===== config.mk =====
export PLATFORM = sky130hd
export DESIGN_NAME = data_memory_sized
export DESIGN_NICKNAME = d
export VERILOG_FILES = /design/src/rtl/data_memory_sized.sv
export SDC_FILE = /design/constraint.sdc
export NUM_CORES = 2
export LEC_CHECK = 0
export ABC_AREA = 1
export CAP_MARGIN = 20
export CORE_AREA = 2 2 411 413
export DETAILED_ROUTE_END_ITERATION = 12
export DIE_AREA = 0 0 413 415
export HOLD_SLACK_MARGIN = 0.1
export PLACE_DENSITY = 0.71
export SYNTH_ARGS = -nofsm -noshare
export SYNTH_HDL_FRONTEND = slang
export SYNTH_SLANG_ARGS = --single-unit

===== constraint.sdc =====
create_clock -name clk -period 3.1 [get_ports clk]
set_clock_uncertainty 0.15 [all_clocks]
set_input_delay 0.31 -clock clk [delete_from_list [all_inputs] [get_ports clk]]
set_output_delay 0.31 -clock clk [all_outputs]
set_load 0.02 [all_outputs]

===== src/rtl/data_memory_sized.sv =====
// data_memory_sized
//   Byte-addressed data memory for the MIPS MEM stage with a valid/ready
//   request/response handshake. Byte/half/word (and doubleword when
//   DATA_W = 64) loads and stores, byte-lane writes, sign/zero extension on
//   loads, READ_LAT cycles from accept to response. Misaligned, oversize or
//   out-of-range accesses are trapped and never touch storage.
//
// Ports
//   clk, rst       clock, asynchronous active-low reset
//   req_valid/req_ready   request handshake (one outstanding request)
//   req_write      1 = store, 0 = load
//   req_size       00 byte, 01 half, 10 word, 11 doubleword (DATA_W = 64)
//   req_unsigned   load zero-extends when 1, sign-extends when 0
//   req_addr       byte address
//   req_wdata      store data, right-aligned
//   rsp_valid/rsp_ready   response handshake
//   rsp_rdata      extended load data; 0 for stores and errors
//   rsp_err        the access was illegal
//   err_sticky     set by any illegal access, cleared by err_clr or reset
//   err_addr       address of the most recent illegal access
//   err_clr        clears err_sticky (err_addr is kept)
module data_memory_sized #(
  parameter int unsigned DATA_W   = 32,
  parameter int unsigned DEPTH    = 64,
  parameter int unsigned READ_LAT = 1,
  parameter int unsigned ADDR_W   = $clog2(DEPTH * DATA_W / 8)
) (
  input  logic              clk,
  input  logic              rst,
  input  logic              req_valid,
  output logic              req_ready,
  input  logic              req_write,
  input  logic [1:0]        req_size,
  input  logic              req_unsigned,
  input  logic [ADDR_W-1:0] req_addr,
  input  logic [DATA_W-1:0] req_wdata,
  output logic              rsp_valid,
  input  logic              rsp_ready,
  output logic [DATA_W-1:0] rsp_rdata,
  output logic              rsp_err,
  output logic              err_sticky,
  output logic [ADDR_W-1:0] err_addr,
  input  logic              err_clr
);

  localparam int unsigned BYTES  = DATA_W / 8;
  localparam int unsigned OFF_W  = $clog2(BYTES);
  localparam int unsigned MIDX_W = $clog2(DEPTH);
  localparam logic [1:0]  LAT_CNT = (READ_LAT > 1) ? 2'(READ_LAT - 2) : 2'd0;

  typedef enum logic [1:0] {
    S_IDLE,
    S_WAIT,
    S_RESP
  } state_t;

  state_t              r_state;
  logic [1:0]          r_cnt;
  logic                r_rsp_valid;
  logic [DATA_W-1:0]   r_rsp_rdata;
  logic                r_rsp_err;
  logic                r_err_sticky;
  logic [ADDR_W-1:0]   r_err_addr;
  logic [DATA_W-1:0]   r_mem [DEPTH];

  logic                w_req_ready;
  logic                w_accept;
  logic                w_consume;
  state_t              w_first;
  logic [OFF_W-1:0]    w_off;
  logic [OFF_W+2:0]    w_bitoff;
  logic [3:0]          w_nbytes;
  logic [6:0]          w_nbits;
  logic [ADDR_W-1:0]   w_widx_full;
  logic [MIDX_W-1:0]   w_idx;
  logic                w_misalign;
  logic                w_bad_size;
  logic                w_oor;
  logic                w_illegal;
  logic                w_we;
  logic [BYTES-1:0]    w_bmask;
  logic [DATA_W-1:0]   w_wdata_sh;
  logic [DATA_W-1:0]   w_word;
  logic [DATA_W-1:0]   w_rd_sh;
  logic [DATA_W-1:0]   w_keep;
  logic                w_sign;
  logic                w_sext;
  logic [DATA_W-1:0]   w_ld;

  // ------------------------------------------------------------------
  // Address decode and legality
  // ------------------------------------------------------------------
  assign w_off       = req_addr[OFF_W-1:0];
  assign w_bitoff    = {w_off, 3'b000};
  assign w_nbytes    = 4'd1 << req_size;
  assign w_nbits     = 7'd8 << req_size;
  assign w_widx_full = req_addr >> OFF_W;
  assign w_idx       = req_addr[OFF_W +: MIDX_W];

  assign w_misalign = (w_off & OFF_W'(w_nbytes - 4'd1)) != '0;
  assign w_bad_size = (req_size == 2'b11) && (DATA_W < 64);
  // Only reachable when ADDR_W is widened beyond the memory footprint.
  assign w_oor      = 32'(w_widx_full) >= DEPTH;
  assign w_illegal  = w_misalign | w_bad_size | w_oor;

  assign w_accept = req_valid & w_req_ready;
  assign w_we     = w_accept & req_write & ~w_illegal;

  // ------------------------------------------------------------------
  // Store lane steering
  // ------------------------------------------------------------------
  assign w_bmask    = ~({BYTES{1'b1}} << w_nbytes) << w_off;
  assign w_wdata_sh = req_wdata << w_bitoff;

  // ------------------------------------------------------------------
  // Load alignment and extension
  // ------------------------------------------------------------------
  assign w_word  = r_mem[w_idx];
  assign w_rd_sh = w_word >> w_bitoff;
  // Shift by DATA_W yields zero, so a full-width access keeps every bit.
  assign w_keep  = ~({DATA_W{1'b1}} << w_nbits);

  always_comb begin
    w_sign = 1'b0;
    case (req_size)
      2'b00:   w_sign = w_rd_sh[7];
      2'b01:   w_sign = w_rd_sh[15];
      2'b10:   w_sign = w_rd_sh[31];
      default: w_sign = w_rd_sh[DATA_W-1];
    endcase
  end

  assign w_sext = w_sign & ~req_unsigned;
  assign w_ld   = (w_rd_sh & w_keep) | ({DATA_W{w_sext}} & ~w_keep);

  // ------------------------------------------------------------------
  // Handshake
  // ------------------------------------------------------------------
  always_comb begin
    w_req_ready = 1'b0;
    case (r_state)
      S_IDLE:  w_req_ready = 1'b1;
      S_WAIT:  w_req_ready = 1'b0;
      S_RESP:  w_req_ready = rsp_ready;
      default: w_req_ready = 1'b0;
    endcase
  end

  assign w_consume = (r_state == S_RESP) & rsp_ready;
  assign w_first   = (READ_LAT > 1) ? S_WAIT : S_RESP;

  always_ff @(posedge clk or negedge rst) begin
    if (!rst) begin
      r_state      <= S_IDLE;
      r_cnt        <= '0;
      r_rsp_valid  <= 1'b0;
      r_rsp_rdata  <= '0;
      r_rsp_err    <= 1'b0;
      r_err_sticky <= 1'b0;
      r_err_addr   <= '0;
    end else begin
      case (r_state)
        S_IDLE: begin
          if (w_accept) begin
            r_state     <= w_first;
            r_rsp_valid <= (w_first == S_RESP);
          end
        end
        S_WAIT: begin
          if (r_cnt == '0) begin
            r_state     <= S_RESP;
            r_rsp_valid <= 1'b1;
          end else begin
            r_cnt <= r_cnt - 2'd1;
          end
        end
        S_RESP: begin
          if (w_consume) begin
            if (w_accept) begin
              r_state     <= w_first;
              r_rsp_valid <= (w_first == S_RESP);
            end else begin
              r_state     <= S_IDLE;
              r_rsp_valid <= 1'b0;
            end
          end
        end
        default: begin
          r_state     <= S_IDLE;
          r_rsp_valid <= 1'b0;
        end
      endcase

      // The response is captured at the accept edge and held until consumed.
      if (w_accept) begin
        r_cnt       <= LAT_CNT;
        r_rsp_err   <= w_illegal;
        r_rsp_rdata <= (req_write || w_illegal) ? '0 : w_ld;
      end

      // An illegal accept beats a simultaneous clear.
      if (w_accept && w_illegal) begin
        r_err_sticky <= 1'b1;
        r_err_addr   <= req_addr;
      end else if (err_clr) begin
        r_err_sticky <= 1'b0;
      end
    end
  end

  // ------------------------------------------------------------------
  // Storage
  // ------------------------------------------------------------------
  always_ff @(posedge clk or negedge rst) begin
    if (!rst) begin
      for (int unsigned i = 0; i < DEPTH; i++) begin
        r_mem[i] <= '0;
      end
    end else if (w_we) begin
      for (int unsigned b = 0; b < BYTES; b++) begin
        if (w_bmask[b]) begin
          r_mem[w_idx][8*b +: 8] <= w_wdata_sh[8*b +: 8];
        end
      end
    end
  end

  assign req_ready  = w_req_ready;
  assign rsp_valid  = r_rsp_valid;
  assign rsp_rdata  = r_rsp_rdata;
  assign rsp_err    = r_rsp_err;
  assign err_sticky = r_err_sticky;
  assign err_addr   = r_err_addr;

endmodule

==> results.sh <==
export IMPL_synth_fa_ha_area_share_pct=0.01370
export IMPL_ctsLongestPathBuffers=3
export IMPL_post_cts_resized=0
export IMPL_worst_r2r_path_depth=16
export IMPL_postSynth_topFlopCell="sky130_fd_sc_hd__dfrtp_1"
export IMPL_timing_max_slew_rel_slack_pct=29.31
export IMPL_gp_congestion=1.043
export IMPL_cts_tree="done"
export IMPL_drc=0
export IMPL_timing_critical_path_fanout_max=16
export IMPL_top_level_ports=93
export IMPL_netlist_instances=10780
export IMPL_route_final_wire_length_microns=329500
export IMPL_cp_end_kind="flop"
export IMPL_cts_htree_levels=4
export IMPL_drt_wirelength_per_cell_microns=24.16
export IMPL_groute_usage_overall_pct=38.27
export IMPL_async_flop_share_pct=100.0
export IMPL_multi_input_comb_area_sq_um=35190
export IMPL_starting_density_of_the_core_pct=54.82
export IMPL_power_density_nw_per_um2=545.4
export IMPL_synth_simple_gate_area_share_pct=21.94
export IMPL_vias_per_cell=6.084
export IMPL_fp_dieH_microns=415
export IMPL_post_synth_instance_area_sq_um=91360
export IMPL_layout_common_cells="3852 x sky130_fd_sc_hd__nand2_1, 2125 x sky130_fd_sc_hd__o21ai_0, 2091 x sky130_fd_sc_hd__dfrtp_1"
export IMPL_final_setup_viol_count=0
export IMPL_clockRootBuffer="sky130_fd_sc_hd__clkbuf_16"
export IMPL_slew_violations=0
export IMPL_parity_gate_share_of_the_synthesized_area_counting_xor_and_xnor_cells_pct=0
export IMPL_setup_repair_after_global_routing_missed_its_margin="false"
export IMPL_grt_max_degree=156
export IMPL_mostFrequentLayoutCell="sky130_fd_sc_hd__nand2_1"
export IMPL_slew_at_the_pin_closest_to_its_max_slew_limit_ns=1.056
export IMPL_yosysSeqAreaShare_pct=57.28
export IMPL_critPathRequiredTime_ns=3.75
export IMPL_min_delay_path_class="in -> async"
export IMPL_p_total_mw=59.39
export IMPL_synth_cell_type_count=46
export IMPL_synth_enable_flop_cells=0
export IMPL_crit_arrival_ns=3.59
export IMPL_fp_coreArea_sq_um=166700
export IMPL_yosysWarnings=0
export IMPL_finalHoldWorstSlack_ns=0.1394
export IMPL_ff_latch_area_sq_um=52330
export IMPL_critical_path_startpoint_type="input pin"
export IMPL_layout_worst_path_cycle_share_pct=94.78
export IMPL_place_hpwl_microns=220100
export IMPL_startpoint="req_addr[5]"
export IMPL_globalRoute_totalOverflow=0
export IMPL_synth_top_cells_by_area="sky130_fd_sc_hd__dfrtp_1 57%, sky130_fd_sc_hd__nand2_1 16%, sky130_fd_sc_hd__o21ai_0 12%"
export IMPL_main_combinational_cell_family_by_area_after_synthesis="simple AND/OR/NAND/NOR gates"
export IMPL_synth_fp_nets=10830
export IMPL_post_route_cells_drive_above_1_share_pct=12.91
export IMPL_period_needed_ns=2.938
export IMPL_worst_ir_drop_vdd_mv=0.6376
export IMPL_status="completed"
export IMPL_rows=150
export IMPL_number_of_antenna_violations_at_the_first_check_in_global_routing=15
export IMPL_static_leakage_power_nw=51.50
export IMPL_first_pass_grt_wire_length_microns=493200
export IMPL_netlist_top_cell_by_area="sky130_fd_sc_hd__dfrtp_1"
export IMPL_drv_max_cap_violation_count=0
export IMPL_cts_reportedPaths_clkPinSlew_ns=0.07
export IMPL_dieWidth_microns=413
export IMPL_max_freq_ghz=0.3403
export IMPL_report_final_hold_viol_count=0
export IMPL_avgSynthCellArea_sq_um=8.472
export IMPL_floorplan_die_area_sq_um=171400
export IMPL_clock_sinks=2091
export IMPL_synth_top_cell_area_share_pct=57.28
export IMPL_synth_mux_area_fraction_pct=0.04383
export IMPL_regToRegSetupSlack_ns=0.23
export IMPL_n_fill_cell=13600
export IMPL_num_nets_final=11300
export IMPL_route_vias_total=82970
export IMPL_synth_seq_cells=2091
export IMPL_worst_r2r_startpoint="r_mem[1783]$_DFFE_PN0P_"
export IMPL_insertion_delay_to_the_later_sink_of_the_worst_skew_pair_ns=0.88
export IMPL_drtIter0Drc=12540
export IMPL_first_global_vias=77420
export IMPL_final_antenna_net_count=0
export IMPL_drt_first_pass_iters=7
export IMPL_buffer_ports_inserted=92
export IMPL_path_class="in -> reg"
export IMPL_area_growth_synth_to_final_pct=19.19
export IMPL_synth_compound_area_share_pct=16.13
export IMPL_cts_inserted_buffers=212
export IMPL_finalSetupTns_ns=0
-- where the power goes --
group	total (mW)	internal [mW]	switching, mW
sequential	28.0	27.7	0.291
combinational	4.87	1.48	3.39
clock	26.5	15.4	11.1
total	59.4	44.6	14.8
-- metal layers --
layer / global-route usage, % / up-vias / part of all wire (%)
met3: 9.883 / 801 / 12
li1: - / 36600 / -
met1: 54.85 / 40520 / 40
met4: 17.65 / 10 / 5.0
met2: 54.56 / 5048 / 43
met5: 0 / - / 0.021
-- cells in the mapped netlist, types with 20 or more instances --
master / n
sky130_fd_sc_hd__nand3b_1: 20
sky130_fd_sc_hd__dfrtp_1: 2091
sky130_fd_sc_hd__nor2_2: 23
sky130_fd_sc_hd__nor2_1: 566
sky130_fd_sc_hd__o21ai_1: 97
sky130_fd_sc_hd__nor3_1: 64
sky130_fd_sc_hd__buf_6: 31
sky130_fd_sc_hd__a22oi_1: 88
sky130_fd_sc_hd__nand2_1: 3866
sky130_fd_sc_hd__a21oi_1: 118
sky130_fd_sc_hd__o22ai_1: 274
sky130_fd_sc_hd__or2_2: 35
sky130_fd_sc_hd__nand2_4: 57
sky130_fd_sc_hd__nand4_1: 149
sky130_fd_sc_hd__buf_1: 33
sky130_fd_sc_hd__buf_2: 294
sky130_fd_sc_hd__o22a_1: 22
sky130_fd_sc_hd__o21ai_0: 2125
sky130_fd_sc_hd__clkbuf_1: 403
sky130_fd_sc_hd__nand3_1: 160
sky130_fd_sc_hd__inv_1: 155
-- path summary, 6_finish.rpt --
| check | end |
|---|---|
| min reg2reg | r_mem[1295]$_DFFE_PN0P_ |
| min | r_mem[1499]$_DFFE_PN0P_ |
| max | rsp_rdata[23]$_DFFE_PN0P_ |
| max in group asynchronous | r_mem[1203]$_DFFE_PN0P_ |
| max reg2reg | rsp_rdata[23]$_DFFE_PN0P_ |
| min in group clk | err_addr[6]$_DFFE_PN0P_ |
-- critical path: stages --
cell and delay [ns]:
sky130_fd_sc_hd__clkdlybuf4s50_1 0.50, sky130_fd_sc_hd__buf_4 0.21, sky130_fd_sc_hd__nor3_2 0.56, sky130_fd_sc_hd__buf_4 0.42
sky130_fd_sc_hd__nand2_1 0.09, sky130_fd_sc_hd__nand2_1 0.15, sky130_fd_sc_hd__nor2_1 0.12, sky130_fd_sc_hd__nand2_1 0.15
sky130_fd_sc_hd__nand2_1 0.17, sky130_fd_sc_hd__nand3_1 0.16, sky130_fd_sc_hd__a21oi_1 0.08, sky130_fd_sc_hd__nand2_1 0.06
sky130_fd_sc_hd__nand2_1 0.07, sky130_fd_sc_hd__nand2_2 0.31, sky130_fd_sc_hd__nand2_1 0.12, sky130_fd_sc_hd__nand2_1 0.08
-- registers in the layout, indices dropped and copies added, names as in the netlist --
signal,count
r_mem,2048
rsp_rdata,32
err_addr,8
err_sticky,1
rsp_err,1
rsp_valid,1
-- timing repair --
item,CTS,global route
hold endpoints to repair,2104,0
hold buffers,9,0
setup buffers,0,0
-- stage by stage --
step                worst slack, ns  cells  instance area (sq um)  util [%]
floorplan                    0.1895  10780                  91360         -
global placement            -0.3944  13230                 101500     60.91
detailed placement          -0.4523  13230                 101600     60.93
CTS                          0.2577  13630                 108900     65.32
global route                0.06754  13630                 108900     65.33
finish                       0.1617  13640                 108900     65.33
-- area by class of cell --
cell class | count | share of cell area, %
inverter | 172 | 0.6044
clock buffer | 303 | 5.695
sequential | 2091 | 48.06
clock inverter | 87 | 0.9296
tap | 2204 | 2.533
timing repair buffer | 1027 | 9.847
antenna | 8 | 0.01839
multi-input combinational | 7747 | 32.32
-- cell families after synthesis --
| group | count (synthesis) |
|---|---|
| fa+ha+maj | 1 |
| compound gates | 2779 |
| flops | 2091 |
| simple gates | 4963 |
| buf+inv | 945 |
| mux | 4 |
Note: power is estimated with default switching activity, not from simulation.
